<file path="config.mk">
export PLATFORM = sky130hd
export DESIGN_NAME = tohost_decoder
export DESIGN_NICKNAME = d
export VERILOG_FILES = /design/src/rtl/test_harness_pkg.sv /design/src/rtl/test_harness_ctrl_tohost_decoder.sv
export SDC_FILE = /design/constraint.sdc
export NUM_CORES = 1
export LEC_CHECK = 0
export CORE_ASPECT_RATIO = 1.25
export CORE_MARGIN = 2
export CORE_UTILIZATION = 38
export CTS_BUF_LIST = sky130_fd_sc_hd__clkbuf_8
export DETAILED_ROUTE_END_ITERATION = 10
export PLACE_DENSITY_LB_ADDON = 0.25
export SYNTH_ARGS = -nofsm -noshare
export SYNTH_HDL_FRONTEND = slang
export SYNTH_SLANG_ARGS = --single-unit
</file>
<file path="constraint.sdc">
create_clock -name clk -period 2.9 [get_ports clk]
set_input_delay 0.58 -clock clk [delete_from_list [all_inputs] [get_ports clk]]
set_output_delay 0.58 -clock clk [all_outputs]
set_load 0.02 [all_outputs]
</file>
<file path="src/rtl/test_harness_pkg.sv">
// Shared types for the riscv-tests run controller: FSM state encoding,
// the tohost pass value and the tohost word decoder.
package test_harness_pkg;

    typedef enum logic [1:0] {
        ST_IDLE,
        ST_RESET,
        ST_RUN,
        ST_DONE
    } state_e;

    // Decoder works on a fixed 64-bit view; callers zero-extend narrower
    // write data and keep only the low DATA_W-1 bits of the code.
    localparam int TOHOST_W = 64;
    localparam logic [TOHOST_W-1:0] TOHOST_PASS = 64'd1;

    typedef struct packed {
        logic                  terminate;
        logic                  pass;
        logic [TOHOST_W-2:0]   code;
    } tohost_dec_t;

    // Odd values end the test: 1 is pass, anything else carries the failing
    // test number in the upper bits. Even values are proxy traffic.
    function automatic tohost_dec_t decode_tohost(input logic [TOHOST_W-1:0] data);
        tohost_dec_t r;
        r.terminate = data[0];
        r.pass      = (data == TOHOST_PASS);
        r.code      = r.pass ? '0 : data[TOHOST_W-1:1];
        return r;
    endfunction

endpackage

</file>
<file path="src/rtl/test_harness_ctrl_tohost_decoder.sv">
// tohost snoop: matches the full write address and latches the pass/fail
// verdict and failing test number. `term` is combinational so the owning
// FSM can leave RUN on the same edge the verdict is captured.
module tohost_decoder
    import test_harness_pkg::*;
#(
    parameter int                ADDR_W      = 32,
    parameter int                DATA_W      = 32,
    parameter logic [ADDR_W-1:0] TOHOST_ADDR = 32'h0000_1000
) (
    input  logic              clk,
    input  logic              rst,
    input  logic              clr,
    input  logic              en,
    input  logic              we,
    input  logic [ADDR_W-1:0] addr,
    input  logic [DATA_W-1:0] wdata,
    output logic              term,
    output logic              pass,
    output logic              fail,
    output logic [DATA_W-2:0] code
);
    tohost_dec_t       dec;
    logic              pass_d, pass_q;
    logic              fail_d, fail_q;
    logic [DATA_W-2:0] code_d, code_q;

    // Decode the write and decide the next verdict.
    always_comb begin
        dec    = decode_tohost(TOHOST_W'(wdata));
        term   = en && we && (addr == TOHOST_ADDR) && dec.terminate;
        pass_d = pass_q;
        fail_d = fail_q;
        code_d = code_q;
        if (clr) begin
            pass_d = 1'b0;
            fail_d = 1'b0;
            code_d = '0;
        end else if (term) begin
            pass_d = dec.pass;
            fail_d = !dec.pass;
            code_d = dec.code[DATA_W-2:0];
        end
    end

    // Verdict registers.
    always_ff @(posedge clk) begin
        if (rst) begin
            pass_q <= 1'b0;
            fail_q <= 1'b0;
            code_q <= '0;
        end else begin
            pass_q <= pass_d;
            fail_q <= fail_d;
            code_q <= code_d;
        end
    end

    assign pass = pass_q;
    assign fail = fail_q;
    assign code = code_q;
endmodule

</file>
# [Word level (Yosys, flattened, before mapping)]
# Index checks and enable logic that the tools add are counted.
[word_totals] ff_bits=33 inputBits=69 out_inout_bits=34 word_cells=11
[classes] n_eq_ne=2 mux=1 n_reduce_logical=5
[op_table] op="$eq 32x1->1 const B" count=1
[op_table] op="$eq 32x13->1 const B" count=1
[op_table] op="$mux 31" count=1
[op_table] op="$logic_and 1x1->1" count=3
[op_table] op="$reduce_or 2->1" count=1
[op_table] op="$logic_not 1->1" count=1

# [Longest topological paths before layout]
# Gate-level depths: netlist of run 1.
[logic_depth] word_depth=3 ltp_mapped=6 depth_no_buf=5

# [Worst setup path after synthesis of run 1]
# No wires, ideal clock.
[synth_path] path_kind="in2out" start="input port addr[4]" end="output port term" arrival_time_ps=1610 required_ps=2320 slack_ps=710 cell_stages=5 n_path_buf=1 path_cell_list="or4_4 nor2_4 nand3_4 inv_6 buf_12"
[synth_via] elab_chain_len=3
[synth_lines] item="from (decl)" line_no="test_harness_ctrl_tohost_decoder.sv:16" rtl="input logic [ADDR_W-1:0] addr,"
[synth_lines] item="$eq 32x13->1" line_no="test_harness_ctrl_tohost_decoder.sv:31" rtl="term = en && we && (addr == TOHOST_ADDR) && dec.terminate;"
[synth_lines] item="$logic_and 1x1->1 (2 in series)" line_no="test_harness_ctrl_tohost_decoder.sv:31"
[synth_lines] item="to (decl)" line_no="test_harness_ctrl_tohost_decoder.sv:18" rtl="output logic term,"
# No other way between the ends.

# [Final worst setup path of run 1]
# Same ends and word-level chain as after synthesis.

==> results of run 1 <==
[layer usage]
metal	track usage	vias to the layer above	wire length (µm)
met4	0.0604	0	57
li1	-	779	-
met5	0	-	0
met1	0.171	709	1460
met2	0.354	68	2140
met3	0.0704	7	479
[cell type report]
cell class | instances | share of cell area
Clock inverter | 1 | 0.00186
Tap cell | 54 | 0.0251
Inverter | 1 | 0.00326
Timing Repair Buffer | 106 | 0.395
Multi-Input combinational cell | 123 | 0.293
Clock buffer | 7 | 0.0358
Sequential cell | 33 | 0.246
[per-stage QoR]
stage               worst slack (ps)  hold WS (ps)
floorplan                        710           533
global placement                -121           441
detailed placement              -114           448
CTS                              146           457
global route                    95.4           477
finish                           160           453
[cell usage in the layout, fill, tap and decap left out]
cell / synthesis / final
buf_12: 3 / 1
dfxtp_1: 33 / 33
nand3_1: 1 / 1
o211a_1: 1 / 1
nor4_1: 10 / 10
nor3_1: 1 / 1
buf_4: 0 / 3
dlygate4sd2_1: 0 / 1
or4_4: 2 / 2
nor4b_1: 3 / 3
and3_2: 1 / 1
nand2_1: 64 / 64
nor2_4: 1 / 2
clkdlybuf4s50_1: 0 / 101
inv_6: 1 / 1
mux2i_1: 32 / 32
nor4bb_1: 1 / 1
nand3_4: 1 / 1
clkinv_2: 0 / 1
a31o_1: 1 / 1
and4_1: 2 / 2
clkbuf_8: 0 / 7
and4_4: 1 / 1
[flip-flops by register name, summed over array words and instances (netlist names)]
register / cells
code: 31
fail: 1
pass: 1
[final timing paths]
kind / slack (ps) / cells after the start / endpoint
hold reg to reg: 450 / 2 / code[0]
hold / removal: 450 / 2 / code[0]
setup / recovery: 160 / 6 / term
setup reg to reg: 2180 / 2 / fail
[cells in the mapped netlist, drive strengths merged]
cell type  count
clkbuf         3
nor4b          3
mux2i         32
nor4bb         1
a31o           1
or4            2
nand3          2
inv            1
o211a          1
nor4          10
and3           1
nand2         64
dfxtp         33
nor2           2
buf            7
and4           3
nor3           1
[power by group through the flow]
| stage | sequential (mW) | clock (mW) | combinational [mW] |
|---|---|---|---|
| after floorplan | 0.463 | 0 | 0.0254 |
| after global placement | 0.463 | 0 | 0.131 |
| after detailed placement | 0.463 | 0 | 0.132 |
| after CTS | 0.453 | 0.380 | 0.133 |
| after global routing | 0.453 | 0.405 | 0.142 |
| final | 0.453 | 0.370 | 0.131 |
[logic make-up after synthesis]
logic type	share of synthesized area
AND/OR/NAND/NOR	0.287
multiplexers	0.209
buffers and inverters	0.0619
flip-flops	0.430
AO/OA/AOI/OAI	0.0122
[tightest hold or removal path: stages, from the launching register on]
cell,delay (ps)
dfxtp_1,310
nand2_1,50
mux2i_1,50
==> results.md, run 1 <==
- Synth cell types: 21
- Footprint of the multi-input gates: 787 µm²
- Power share of the clock group: 0.387
- Layout cells sized above 1: 0.0738
- Fmax: 0.365 GHz
- Via/cell ratio: a little under 5
- CP max-delay cell: or4_4
- Leak: 0.910 nW
- Crit path capture type: output pin
- Die Height: 75.1 µm
- Vias in the first global route: around 1.5k
- Vias: approximately 1.6k
- CTS tree: yes
- Clk root buf: clkbuf_8
- Pwr dens: around 350 nW/µm²
- Starting density of the core: 0.402
- # clock sinks: 33
- Combinational Power Share: 0.138
- Clk slew on worst S/H paths: 60 ps
- Final Cycle Share: 0.945
- First-pass iteration count of the detailed router: 4
- IO Pins: between 100 and 150
- DIE AREA: between 4000 and 5000 µm²
- Register area share after synthesis: 0.430
- Die W: 60.9 µm
- Post-synth top area share: 0.430
- Psw: approximately 190 µW
- Hold WC Path Type: reg -> reg
- CP delay by family, top: simple AND/OR/NAND/NOR gates
- Crit Path Class: in -> out
- Arr. time, crit path: ~2200 ps
- Final setup violation count: 0
- Initial drt markers: 20
- DR WL/cell: roughly 13 µm
- Clk_lat worst skew: between 200 and 300 ps
- Final min period: about 2700 ps
- Sw Ratio: 0.203
- Core area: around 3800 µm²
- First-pass GRT wire length: 6290 µm
- Hold buffer count at CTS: 0
- CTS Buf Count: 5
- Max Slew Vio Count: 0
- Ys Warns: 0
- Final core utilization: 0.704
- Worst r2r src: fail
- Diode count: 0
- Total track usage: 0.183
- Cell count after synthesis: around 170
- Port bufs: roughly 100
- Initial antenna violation count: 0
- Seq pwr share: 0.475
- Critical Path Start: addr[4]
- Synth top area cells: dfxtp_1 (43%), mux2i_1 (21%), nand2_1 (16%), nor4_1 (4.1%), buf_12 (3.9%)
- Post-CTS sizing: 1
- Slew headroom: 0.643
- Cell area after synthesis: between 1500 and 2000 µm²
- Area Overhead vs Synth: 75.1%
- Final net count: 339
- Placer Congestion: about 0.73
- Actual slew at the worst max-slew pin: 534 ps
- Internal power: around 760 µW
- Req. time, crit path: approximately 2300 ps
- Cells after DPL: roughly 320
- RSZ-0062 raised after global routing: no
- Critical path buffers and inverters: 3
- Critical path cell sequence: clkdlybuf4s50_1 > or4_4 > nor2_4 > nand3_4 > inv_6 > dlygate4sd2_1
- Htree depth: 2
- Setup Fix Bufs, Post-CTS: 0
- Syn nets: around 240
- Total area of sequential cells: around 660 µm²
- Row count: 25
- Placed inst area: between 2000 and 3000 µm²
- IR Drop Worst-Case VDD: 0.000280 V
- Hold path startpoint: code[0]
- Detail Route Antenna Nets: 0
- Largest area contributor in the synthesized netlist: dfxtp_1
- Crit-path max FO: 2
- Critical Path Max Stage Delay: 540 ps
- Status: finished, final reports clean
- Fillers: 325
- Post-detail-place hpwl: 3220 µm
- Post-route setup TNS: 0 ps
- Final hold violation count: 0
- Pwr Total: 954 µW
- Clk_skew: 0 ps
- Routed WL: between 4000 and 5000 µm
- Avg Synthesized Cell Area: ~9.2 µm²
- Non-Filler Instances: 325
- Pin count of the biggest net entering global routing: 43
- GRT overflow: 0
- Clk buf depth: 2
- Critical Path Start Type: primary input
- DRC: 0
- Design area: between 2000 and 3000 µm²
- MaxCap Viol Count: 0
- Seq cells post-synth: 33
No activity file was read; power rests on OpenSTA's default activity.
==> run 2: changes to the inputs <==
--- a/config.mk
+++ b/config.mk
@@ -5,8 +5,8 @@
 export SDC_FILE = /design/constraint.sdc
 export NUM_CORES = 1
 export LEC_CHECK = 0
+export ABC_CLOCK_PERIOD_IN_PS = 2900
 export CORE_ASPECT_RATIO = 1.25
-export CORE_MARGIN = 2
 export CORE_UTILIZATION = 38
 export CTS_BUF_LIST = sky130_fd_sc_hd__clkbuf_8
 export DETAILED_ROUTE_END_ITERATION = 10
==> run 2 against run 1 <==
Clock power is 3% higher. Non-clock buffer count did not move. Worst setup slack worse by 7.8 ps. Clock skew is the same. Combinational power barely moved. Global-route usage grew 0.84 points. Via count shrank 0.90%. Critical endpoint unchanged. Sequential cell count stayed put. Highest routed layer unchanged. Clock-buffer cell count unchanged. Power grew 1.1%.
==> results.md, run 2 (synthesis results as in run 1) <==
- Status: finished, final reports clean
- Footprint of the multi-input gates: between 700 and 800 µm²
- Critical Path Start: addr[4]
- Clk root buf: clkbuf_8
- Post-CTS sizing: 1
- Vias in the first global route: between 1k and 1.5k
- FF-to-FF setup slack: about 2200 ps
- Critical Path Max Stage Delay: approximately 550 ps
- Crit path capture type: output pin
- CP max-delay cell: or4_4
- Initial antenna violation count: 0
- Arr. time, crit path: 2170 ps
- Detail Route Antenna Nets: 0
- Routed WL: roughly 4000 µm
- CP Depth: 6
- Row count: 25
- Crit-path max FO: 2
- Total track usage: 0.191
- Layout cells sized above 1: 0.0738
- Worst r2r path cells: 2
- Most common cell after layout, fill and taps aside: clkdlybuf4s50_1
- Critical Path Start Type: primary input
- Max reg flops: 31
- Fmax: around 0.36 GHz
- Area Overhead vs Synth: 74.2%
- Commonest cells after routing, fill and taps aside: clkdlybuf4s50_1 (101), nand2_1 (64), dfxtp_1 (33)
- MaxCap Viol Count: 0
- First-pass iteration count of the detailed router: 4
- Critical path buffers and inverters: 3
- Starting density of the core: 0.402
- Hold buffer count at CTS: 0
- Crit Path Class: in -> out
- Diode count: 0
- Initial drt markers: 27
- Final min period: 2750 ps
- Critical path cell sequence: clkdlybuf4s50_1 > or4_4 > nor2_4 > nand3_4 > inv_6 > dlygate4sd2_1
- Req. time, crit path: 2320 ps
- Max Slew Vio Count: 0
- Worst r2r src: fail
- Vias: roughly 1.5k
- Setup Fix Bufs, Post-CTS: 0
- CTS Buf Count: 5
- Core area: 3820 µm²
- # clock sinks: 33
- RSZ-0062 raised after global routing: no
- Clk_skew: 0 ps
- Htree depth: 2
- Fin Hold WS: roughly 460 ps
- Leak: around 0.91 nW
- Total area of sequential cells: 661 µm²
- Pwr dens: 360 nW/µm²
- Port bufs: a little over 100
- Pin count of the biggest net entering global routing: 66
- Die Height: between 70 and 80 µm
- Via/cell ratio: between 4 and 5
- Final hold violation count: 0
- DIE AREA: about 4300 µm²
- Final Cycle Share: 0.948
- Hold WC Path Type: reg -> reg
- RR Endpoint: fail
- Placer Congestion: about 0.74
- Clk_lat worst skew: between 200 and 300 ps
- First-pass GRT wire length: between 6000 and 7000 µm
- GRT overflow: 0
- Final setup violation count: 0
- IO Pins: 103
- Clk buf depth: 2
- Slew headroom: 0.609
- DR WL/cell: 12.4 µm
- Die W: ~59 µm
- Fillers: between 300 and 400
- Actual slew at the worst max-slew pin: 586 ps
- Post-detail-place hpwl: a little over 3000 µm
- Clk slew on worst S/H paths: ~60 ps
- DRC: 0
- CTS tree: yes
- IR Drop Worst-Case VDD: 0.000354 V
- Final net count: between 300 and 400
- CP delay by family, top: simple AND/OR/NAND/NOR gates
- CP Capture Point: term
- Pwr Total: ~960 µW
[run 2: cell types whose count changed in the layout (fill, tap and decap cells not counted)]
cell / change
buf_4: +1
buf_12: -1
[run 2: worst min-delay path: stages (launching register included)]
cell and delay (ps):
dfxtp_1 310, nand2_1 50, mux2i_1 50
[run 2: how the worst min path moves through the flow]
stage / start / to / slack, ps / cells after the start
2_1_floorplan: code[0] / code[0] / 530 / 2
3_3_place_gp: code[11] / code[11] / 440 / 2
3_5_place_dp: code[13] / code[13] / 450 / 2
4_1_cts: code[18] / code[18] / 460 / 2
5_1_grt: code[16] / code[16] / 480 / 2
6_report: code[4] / code[4] / 460 / 2
[run 2: through the flow]
| stage | instances | cell area [µm²] | setup WS [ps] | util | setup TNS (ps) |
|---|---|---|---|---|---|
| 3_3_place_gp | 317 | 2570 | -117 | 0.675 | -117 |
| 2_1_floorplan | 167 | 1540 | 710 | - | 0 |
| 5_1_grt | 325 | 2680 | 109 | 0.701 | 0 |
| 6_report | 325 | 2680 | 152 | 0.701 | 0 |
| 4_1_cts | 325 | 2680 | 137 | 0.701 | 0 |
| 3_5_place_dp | 317 | 2570 | -131 | 0.675 | -131 |
[run 2: routing by layer]
layer  wire [µm]  vias to the layer above  share of wire  global-route usage
li1            -                      779              -                   -
met1        1500                      687           0.37               0.174
met2        1960                       74           0.49               0.357
met3         490                        9           0.12              0.0780
met4          86                        0          0.021              0.0952
met5           0                        -              0                   0
[run 2: area by class of cell]
type	instances	share of cell area
clock buffer	7	0.0360
clock inverter	1	0.00187
inverter	1	0.00327
multi-input combinational	123	0.294
sequential	33	0.247
tap	54	0.0253
timing repair buffer	106	0.392
[run 2: report_power, final]
part           internal [mW]  total (mW)    switching [mW]
sequential             0.453       0.453  0.00000000000398
clock                  0.214       0.382             0.168
combinational         0.0907       0.129            0.0383
total                  0.758       0.964             0.206
==> run 3: changes to the inputs <==
--- a/config.mk
+++ b/config.mk
@@ -10,6 +10,7 @@
 export CORE_UTILIZATION = 38
 export CTS_BUF_LIST = sky130_fd_sc_hd__clkbuf_8
 export DETAILED_ROUTE_END_ITERATION = 10
+export GPL_ROUTABILITY_DRIVEN = 0
 export PLACE_DENSITY_LB_ADDON = 0.25
 export SYNTH_ARGS = -nofsm -noshare
 export SYNTH_HDL_FRONTEND = slang
==> results of run 3 <==
Final layout, timing and power as in run 2 (identical DEF).
